[config.mk]
export PLATFORM = sky130hd
export DESIGN_NAME = ex_stage_mdu
export DESIGN_NICKNAME = d
export VERILOG_FILES = /design/src/rtl/ex_stage_mdu.sv
export SDC_FILE = /design/constraint.sdc
export NUM_CORES = 2
export LEC_CHECK = 0
export ABC_CLOCK_PERIOD_IN_PS = 8130
export CAP_MARGIN = 20
export CORE_MARGIN = 2
export CORE_UTILIZATION = 55
export DETAILED_ROUTE_END_ITERATION = 8
export PLACE_DENSITY = 0.83
export SYNTH_ARGS = -nofsm -noshare
export SYNTH_HDL_FRONTEND = slang
export SYNTH_SLANG_ARGS = --single-unit
[constraint.sdc]
create_clock -name clk -period 8.13 [get_ports clk]
set_clock_uncertainty 0.2 [all_clocks]
set_input_delay 1.2195 -clock clk [delete_from_list [all_inputs] [get_ports clk]]
set_output_delay 1.2195 -clock clk [all_outputs]
set_load 0.01 [all_outputs]
[src/rtl/ex_stage_mdu.sv]
// Execute stage: single-cycle RV32IM-style ALU plus an iterative shift-add multiplier and
// restoring divider, feeding a valid/ready EX/MEM pipeline register.
module ex_stage_mdu #(
    parameter int XLEN       = 32,
    parameter int CTRL_MEM_W = 5,
    parameter int RD_W       = 5
) (
    input  logic                  clk,
    input  logic                  reset_n,
    input  logic                  in_valid,
    output logic                  in_ready,
    input  logic [3:0]            alu_op,
    input  logic                  use_imm,
    input  logic [CTRL_MEM_W-1:0] ctrl_mem_in,
    input  logic [RD_W-1:0]       rd_in,
    input  logic [XLEN-1:0]       rs1_val,
    input  logic [XLEN-1:0]       rs2_val,
    input  logic [XLEN-1:0]       imm,
    input  logic [XLEN-1:0]       pc4_in,
    input  logic                  flush,
    output logic                  out_valid,
    input  logic                  out_ready,
    output logic [CTRL_MEM_W-1:0] ctrl_mem_out,
    output logic [RD_W-1:0]       rd_out,
    output logic [XLEN-1:0]       alu_result,
    output logic [XLEN-1:0]       store_data,
    output logic [XLEN-1:0]       pc4_out
);
    localparam int SH_W  = $clog2(XLEN);
    localparam int CNT_W = $clog2(XLEN);

    localparam logic [3:0] OP_ADD   = 4'd0;
    localparam logic [3:0] OP_SUB   = 4'd1;
    localparam logic [3:0] OP_AND   = 4'd2;
    localparam logic [3:0] OP_OR    = 4'd3;
    localparam logic [3:0] OP_XOR   = 4'd4;
    localparam logic [3:0] OP_SLL   = 4'd5;
    localparam logic [3:0] OP_SRL   = 4'd6;
    localparam logic [3:0] OP_SRA   = 4'd7;
    localparam logic [3:0] OP_SLT   = 4'd8;
    localparam logic [3:0] OP_SLTU  = 4'd9;
    localparam logic [3:0] OP_MUL   = 4'd10;
    localparam logic [3:0] OP_MULHU = 4'd11;
    localparam logic [3:0] OP_DIV   = 4'd12;
    localparam logic [3:0] OP_DIVU  = 4'd13;
    localparam logic [3:0] OP_REM   = 4'd14;

    typedef enum logic [1:0] {IDLE, BUSY, HOLD} state_t;

    state_t state, state_next;
    logic [CNT_W-1:0] cnt;

    logic free, accept, is_mdu_in, wr_alu, wr_mdu;
    logic [XLEN-1:0] opb, alu_res;
    logic [SH_W-1:0] shamt;
    logic signed [XLEN-1:0] a_s, b_s;

    logic sdiv_in, neg_a_in, neg_b_in;
    logic [XLEN-1:0] a_abs, b_abs;

    // Latched multi-cycle operation: hi/lo double as product halves or remainder/quotient
    logic [3:0]            op_p0;
    logic [XLEN-1:0]       hi_p0, lo_p0, opnd_p0, dividend_p0;
    logic                  neg_q_p0, neg_r_p0, div_zero_p0;
    logic [CTRL_MEM_W-1:0] ctrl_p0;
    logic [RD_W-1:0]       rd_p0;
    logic [XLEN-1:0]       store_p0, pc4_p0;

    logic                  is_mul_p0;
    logic [XLEN:0]         mul_sum;
    logic [XLEN:0]         div_shift;
    logic [XLEN+1:0]       div_diff;
    logic [XLEN-1:0]       hi_next, lo_next;

    // Undo operand pre-negation and apply the divide-by-zero results.
    function automatic logic [XLEN-1:0] mdu_result(
        input logic [3:0]      op,
        input logic [XLEN-1:0] hi,
        input logic [XLEN-1:0] lo,
        input logic [XLEN-1:0] dividend,
        input logic            neg_q,
        input logic            neg_r,
        input logic            div_zero
    );
        logic [XLEN-1:0] res;
        case (op)
            OP_MUL:          res = lo;
            OP_MULHU:        res = hi;
            OP_DIV, OP_DIVU: res = div_zero ? '1 : (neg_q ? -lo : lo);
            default:         res = div_zero ? dividend : (neg_r ? -hi : hi);
        endcase
        return res;
    endfunction

    assign opb       = use_imm ? imm : rs2_val;
    assign shamt     = opb[SH_W-1:0];
    assign a_s       = $signed(rs1_val);
    assign b_s       = $signed(opb);
    assign free      = !out_valid || out_ready;
    assign in_ready  = (state == IDLE) && free && !flush;
    assign accept    = in_valid && in_ready;
    assign is_mdu_in = (alu_op >= OP_MUL);
    assign wr_alu    = accept && !is_mdu_in;
    assign wr_mdu    = (state == HOLD) && free && !flush;

    assign sdiv_in  = (alu_op == OP_DIV) || (alu_op == OP_REM);
    assign neg_a_in = sdiv_in && rs1_val[XLEN-1];
    assign neg_b_in = sdiv_in && opb[XLEN-1];
    assign a_abs    = neg_a_in ? -rs1_val : rs1_val;
    assign b_abs    = neg_b_in ? -opb : opb;

    always_comb begin
        alu_res = '0;
        case (alu_op)
            OP_ADD:  alu_res = rs1_val + opb;
            OP_SUB:  alu_res = rs1_val - opb;
            OP_AND:  alu_res = rs1_val & opb;
            OP_OR:   alu_res = rs1_val | opb;
            OP_XOR:  alu_res = rs1_val ^ opb;
            OP_SLL:  alu_res = rs1_val << shamt;
            OP_SRL:  alu_res = rs1_val >> shamt;
            OP_SRA:  alu_res = a_s >>> shamt;
            OP_SLT:  alu_res = {{(XLEN-1){1'b0}}, (a_s < b_s)};
            OP_SLTU: alu_res = {{(XLEN-1){1'b0}}, (rs1_val < opb)};
            default: alu_res = '0;
        endcase
    end

    // One shift-add or restoring-divide step per BUSY cycle
    assign is_mul_p0 = (op_p0 == OP_MUL) || (op_p0 == OP_MULHU);
    assign mul_sum   = {1'b0, hi_p0} + (lo_p0[0] ? {1'b0, opnd_p0} : '0);
    assign div_shift = {hi_p0, lo_p0[XLEN-1]};
    assign div_diff  = {1'b0, div_shift} - {2'b0, opnd_p0};

    always_comb begin
        hi_next = hi_p0;
        lo_next = lo_p0;
        if (is_mul_p0) begin
            hi_next = mul_sum[XLEN:1];
            lo_next = {mul_sum[0], lo_p0[XLEN-1:1]};
        end else if (!div_diff[XLEN+1]) begin
            hi_next = div_diff[XLEN-1:0];
            lo_next = {lo_p0[XLEN-2:0], 1'b1};
        end else begin
            hi_next = div_shift[XLEN-1:0];
            lo_next = {lo_p0[XLEN-2:0], 1'b0};
        end
    end

    always_ff @(posedge clk or negedge reset_n) begin
        if (!reset_n) begin
            state <= IDLE;
            cnt   <= '0;
        end else begin
            state <= state_next;
            if (accept)
                cnt <= '0;
            else if (state == BUSY)
                cnt <= cnt + 1'b1;
        end
    end

    always_comb begin
        state_next = state;
        case (state)
            IDLE: if (accept && is_mdu_in) state_next = BUSY;
            BUSY: begin
                if (flush)
                    state_next = IDLE;
                else if (cnt == CNT_W'(XLEN-1))
                    state_next = HOLD;
            end
            HOLD: if (flush || free) state_next = IDLE;
            default: state_next = IDLE;
        endcase
    end

    always_ff @(posedge clk) begin
        if (accept) begin
            op_p0       <= alu_op;
            hi_p0       <= '0;
            lo_p0       <= is_mdu_in && (alu_op >= OP_DIV) ? a_abs : opb;
            opnd_p0     <= is_mdu_in && (alu_op >= OP_DIV) ? b_abs : rs1_val;
            dividend_p0 <= rs1_val;
            neg_q_p0    <= neg_a_in ^ neg_b_in;
            neg_r_p0    <= neg_a_in;
            div_zero_p0 <= (opb == '0);
            ctrl_p0     <= ctrl_mem_in;
            rd_p0       <= rd_in;
            store_p0    <= rs2_val;
            pc4_p0      <= pc4_in;
        end else if (state == BUSY) begin
            hi_p0 <= hi_next;
            lo_p0 <= lo_next;
        end
    end

    // EX/MEM register
    always_ff @(posedge clk or negedge reset_n) begin
        if (!reset_n) begin
            out_valid    <= 1'b0;
            ctrl_mem_out <= '0;
            rd_out       <= '0;
            alu_result   <= '0;
            store_data   <= '0;
            pc4_out      <= '0;
        end else begin
            if (wr_alu) begin
                ctrl_mem_out <= ctrl_mem_in;
                rd_out       <= rd_in;
                alu_result   <= alu_res;
                store_data   <= rs2_val;
                pc4_out      <= pc4_in;
            end else if (wr_mdu) begin
                ctrl_mem_out <= ctrl_p0;
                rd_out       <= rd_p0;
                alu_result   <= mdu_result(op_p0, hi_p0, lo_p0, dividend_p0,
                                           neg_q_p0, neg_r_p0, div_zero_p0);
                store_data   <= store_p0;
                pc4_out      <= pc4_p0;
            end
            if (wr_alu || wr_mdu)
                out_valid <= 1'b1;
            else if (out_ready)
                out_valid <= 1'b0;
        end
    end

endmodule

==> metrics.csv <==
metric,value,unit
CTS tree,done,
min Tclk post-route,5.38,ns
clk sink count,323,
clk slew on worst S/H paths,0.07,ns
sequential fraction of the synthesis area,30.1,%
WL final,123000,µm
Pre-antenna DRT Iters,6,
die area,55100,µm²
Syn Inst Count,3636,
Flop pwr share,32.4,%
Slew headroom,29.8,%
Max Freq,186,MHz
"top cells by count, synth","nand2_1, nor2_1, a21oi_1",
# fillers,4606,
first-pass GRT wire length,184000,µm
antenna violations before repair,2,
most frequent cell after synthesis,nand2_1,
DRC viols,0,
Iteration-0 DRC Markers,4130,
detailed placement HPWL,91100,µm
maximum vdd drop,0.218,mV
Net Sw Power,2.93,mW
Core ar.,52700,µm²
H-tree lvl count,2,
Initial Utilization,55.6,%
Switching Share,41.1,%
LEAKAGE,13.7,nW
power per cell area,212,nW/µm²
final std cells w/o fill,4469,
IO Pins,256,
final setup vio count,0,
Die Y,235,µm
RSZ-0062 raised after global routing,false,
Clock Path Buffers,3,
Nets,4069,
worst path required time,8.41,ns
Hold Path Class,reg2reg,
"Hold Vio Cnt, Final",0,
Syn Std Cell Area,29300,µm²
Post-Syn Area per Cell,8.06,µm²
Buffers on Ports,255,
post_cts resized,0,
Least-Margin Pin Slew,1.04,ns
gr ovfl total,0,
Synth top area share,18.1,%
syn nets,3958,
largest net degree at the start of global routing,75,
latest clock arrival within the worst-skew pair,0.58,ns
Comb power frac,43.1,%
Synth area leaders,"edfxtp_1, dfrtp_1, ha_1",
top_reg_cell synth,edfxtp_1,
GPL Wtd Cong,1.09,
outcome,"finished, final reports clean",
internal power component,4.20,mW
CTS Hold Buffers Added,0,
Setup CP Type,in2reg,
post-CTS setup buffer count,0,
utilization after layout,63.8,%
"area leader, netlist",edfxtp_1,
vias per inst,6.84,
vias in the first global route,29100,
CP max FO,35,
dpl ws,2.26,ns
total negative slack,0,ns
via count,30600,
Site Rows,84,
DRT antenna net count,0,
Final Max Tran Viols,0,
Final Cycle Share,66.2,%
die width,235,µm
Synth-to-Final Area Change,14.7,%
number of synthesized flops with an enable pin,177,
CTS Root Cell,clkbuf_16,
final setup margin,2.75,ns
asr flop ratio synth,35.3,%
Yosys reg bits,323,
fraction of layout cells with a size suffix above 1,6.14,%
Yosys Warn Count,0,
Clock power frac,24.5,%
crit start category,input port,
Netlist cell types,90,
CP endpoint kind,flop,
placed cell count,4393,
Total Routing Usage GR,43.2,%
CTS buffer count,39,
routed wire length per instance,27.6,µm
Worst Path Arrival,5.66,ns
Max-cap violations,0,
Total Power Consumption,7.13,mW
==> worst max-delay path, cell delays in order <==
cell and delay, ns:
buf_2 0.25, buf_4 0.55, mux2i_1 0.66, ha_1 0.49, nor4_1 0.51, o21ai_0 0.17
a311o_1 0.29, o211a_1 0.23, o21ba_2 0.26, o31ai_1 0.46, or3_1 0.18, a31oi_1 0.08
o31a_1 0.27
==> per-stage QoR <==
stage	area [µm²]	hold slack (ns)
finish	33600	0.254
global route	33600	0.277
CTS	33600	0.260
detailed placement	32400	0.249
global placement	32400	0.240
floorplan	29300	0.238
==> final cells by class <==
cell class,count,area [µm²],area share (%)
Tap cell,688,861,2.56
Timing Repair Buffer,349,3250,9.67
Multi-Input combinational cell,2880,18900,56.1
Clock buffer,54,1040,3.10
Antenna cell,3,7.51,0.0223
Inverter,154,583,1.73
Sequential cell,323,8810,26.2
Clock inverter,18,191,0.569
==> cell families after synthesis <==
kind of cell	after synthesis	share of synthesized area [%]
AOI/OAI and AO/OA	1135	25.3
and+or+nand+nor	1181	18.2
DFF	323	30.1
muxes	212	7.86
buffers and inverters	433	5.72
adders and majority gates	174	7.53
xor gates and xnor gates	178	5.32
==> power groups by stage <==
stage / sequential [mW] / clock [mW] / combinational, mW
floorplan: 2.26 / 0 / 1.89
global placement: 2.32 / 0 / 2.93
detailed placement: 2.32 / 0 / 2.96
CTS: 2.29 / 1.75 / 2.98
global route: 2.34 / 1.82 / 3.29
finish: 2.31 / 1.75 / 3.07
==> cells in the final DEF (no fill, tap or decap), drive strengths merged, types with 68 or more instances in the layout <==
cell type      instances
a21oi                254
nand2                527
xnor2                110
nor3                  75
a22oi                101
inv                  153
mux2i                186
xor2                  68
nand3                 71
ha                   170
buf                   96
nor2                 274
a31oi                 76
dfrtp                114
edfxtp               177
clkdlybuf4s50        252
o21ai                253
==> registers in the layout (all words and copies together), names as in the netlist, 2 cells and up <==
name	cells
alu_result	32
cnt	5
ctrl_mem_out	5
ctrl_p0	5
dividend_p0	32
hi_p0	32
lo_p0	32
op_p0	4
opnd_p0	32
pc4_out	32
pc4_p0	32
rd_out	5
rd_p0	5
state	2
store_data	32
store_p0	32
==> per-layer routing <==
metal | up-vias | track usage (%) | part of all wire (%)
met1 | 14400 | 56.5 | 38
met5 | - | 0 | 0
li1 | 13600 | - | -
met3 | 473 | 12.5 | 13
met2 | 2058 | 62.9 | 42
met4 | 0 | 27.0 | 7.8
==> worst paths after layout <==
kind                       cells past startpoint                    endpoint  slack (ns)                  start
setup / recovery                              13  alu_result[29]$_DFFE_PN0P_        2.75                use_imm
hold / removal                                 2   store_data[2]$_DFFE_PN0P_        0.25  store_p0[2]$_DFFE_PP_
setup reg to reg                              13      hi_p0[26]$_SDFFE_PP0P_        3.47    lo_p0[31]$_DFFE_PP_
hold reg to reg                                2   store_data[2]$_DFFE_PN0P_        0.25  store_p0[2]$_DFFE_PP_
max in group asynchronous                      2   alu_result[1]$_DFFE_PN0P_        6.01                reset_n
min in group asynchronous                      1     pc4_out[19]$_DFFE_PN0P_        0.43                reset_n
(Power assumes the default switching activity.)
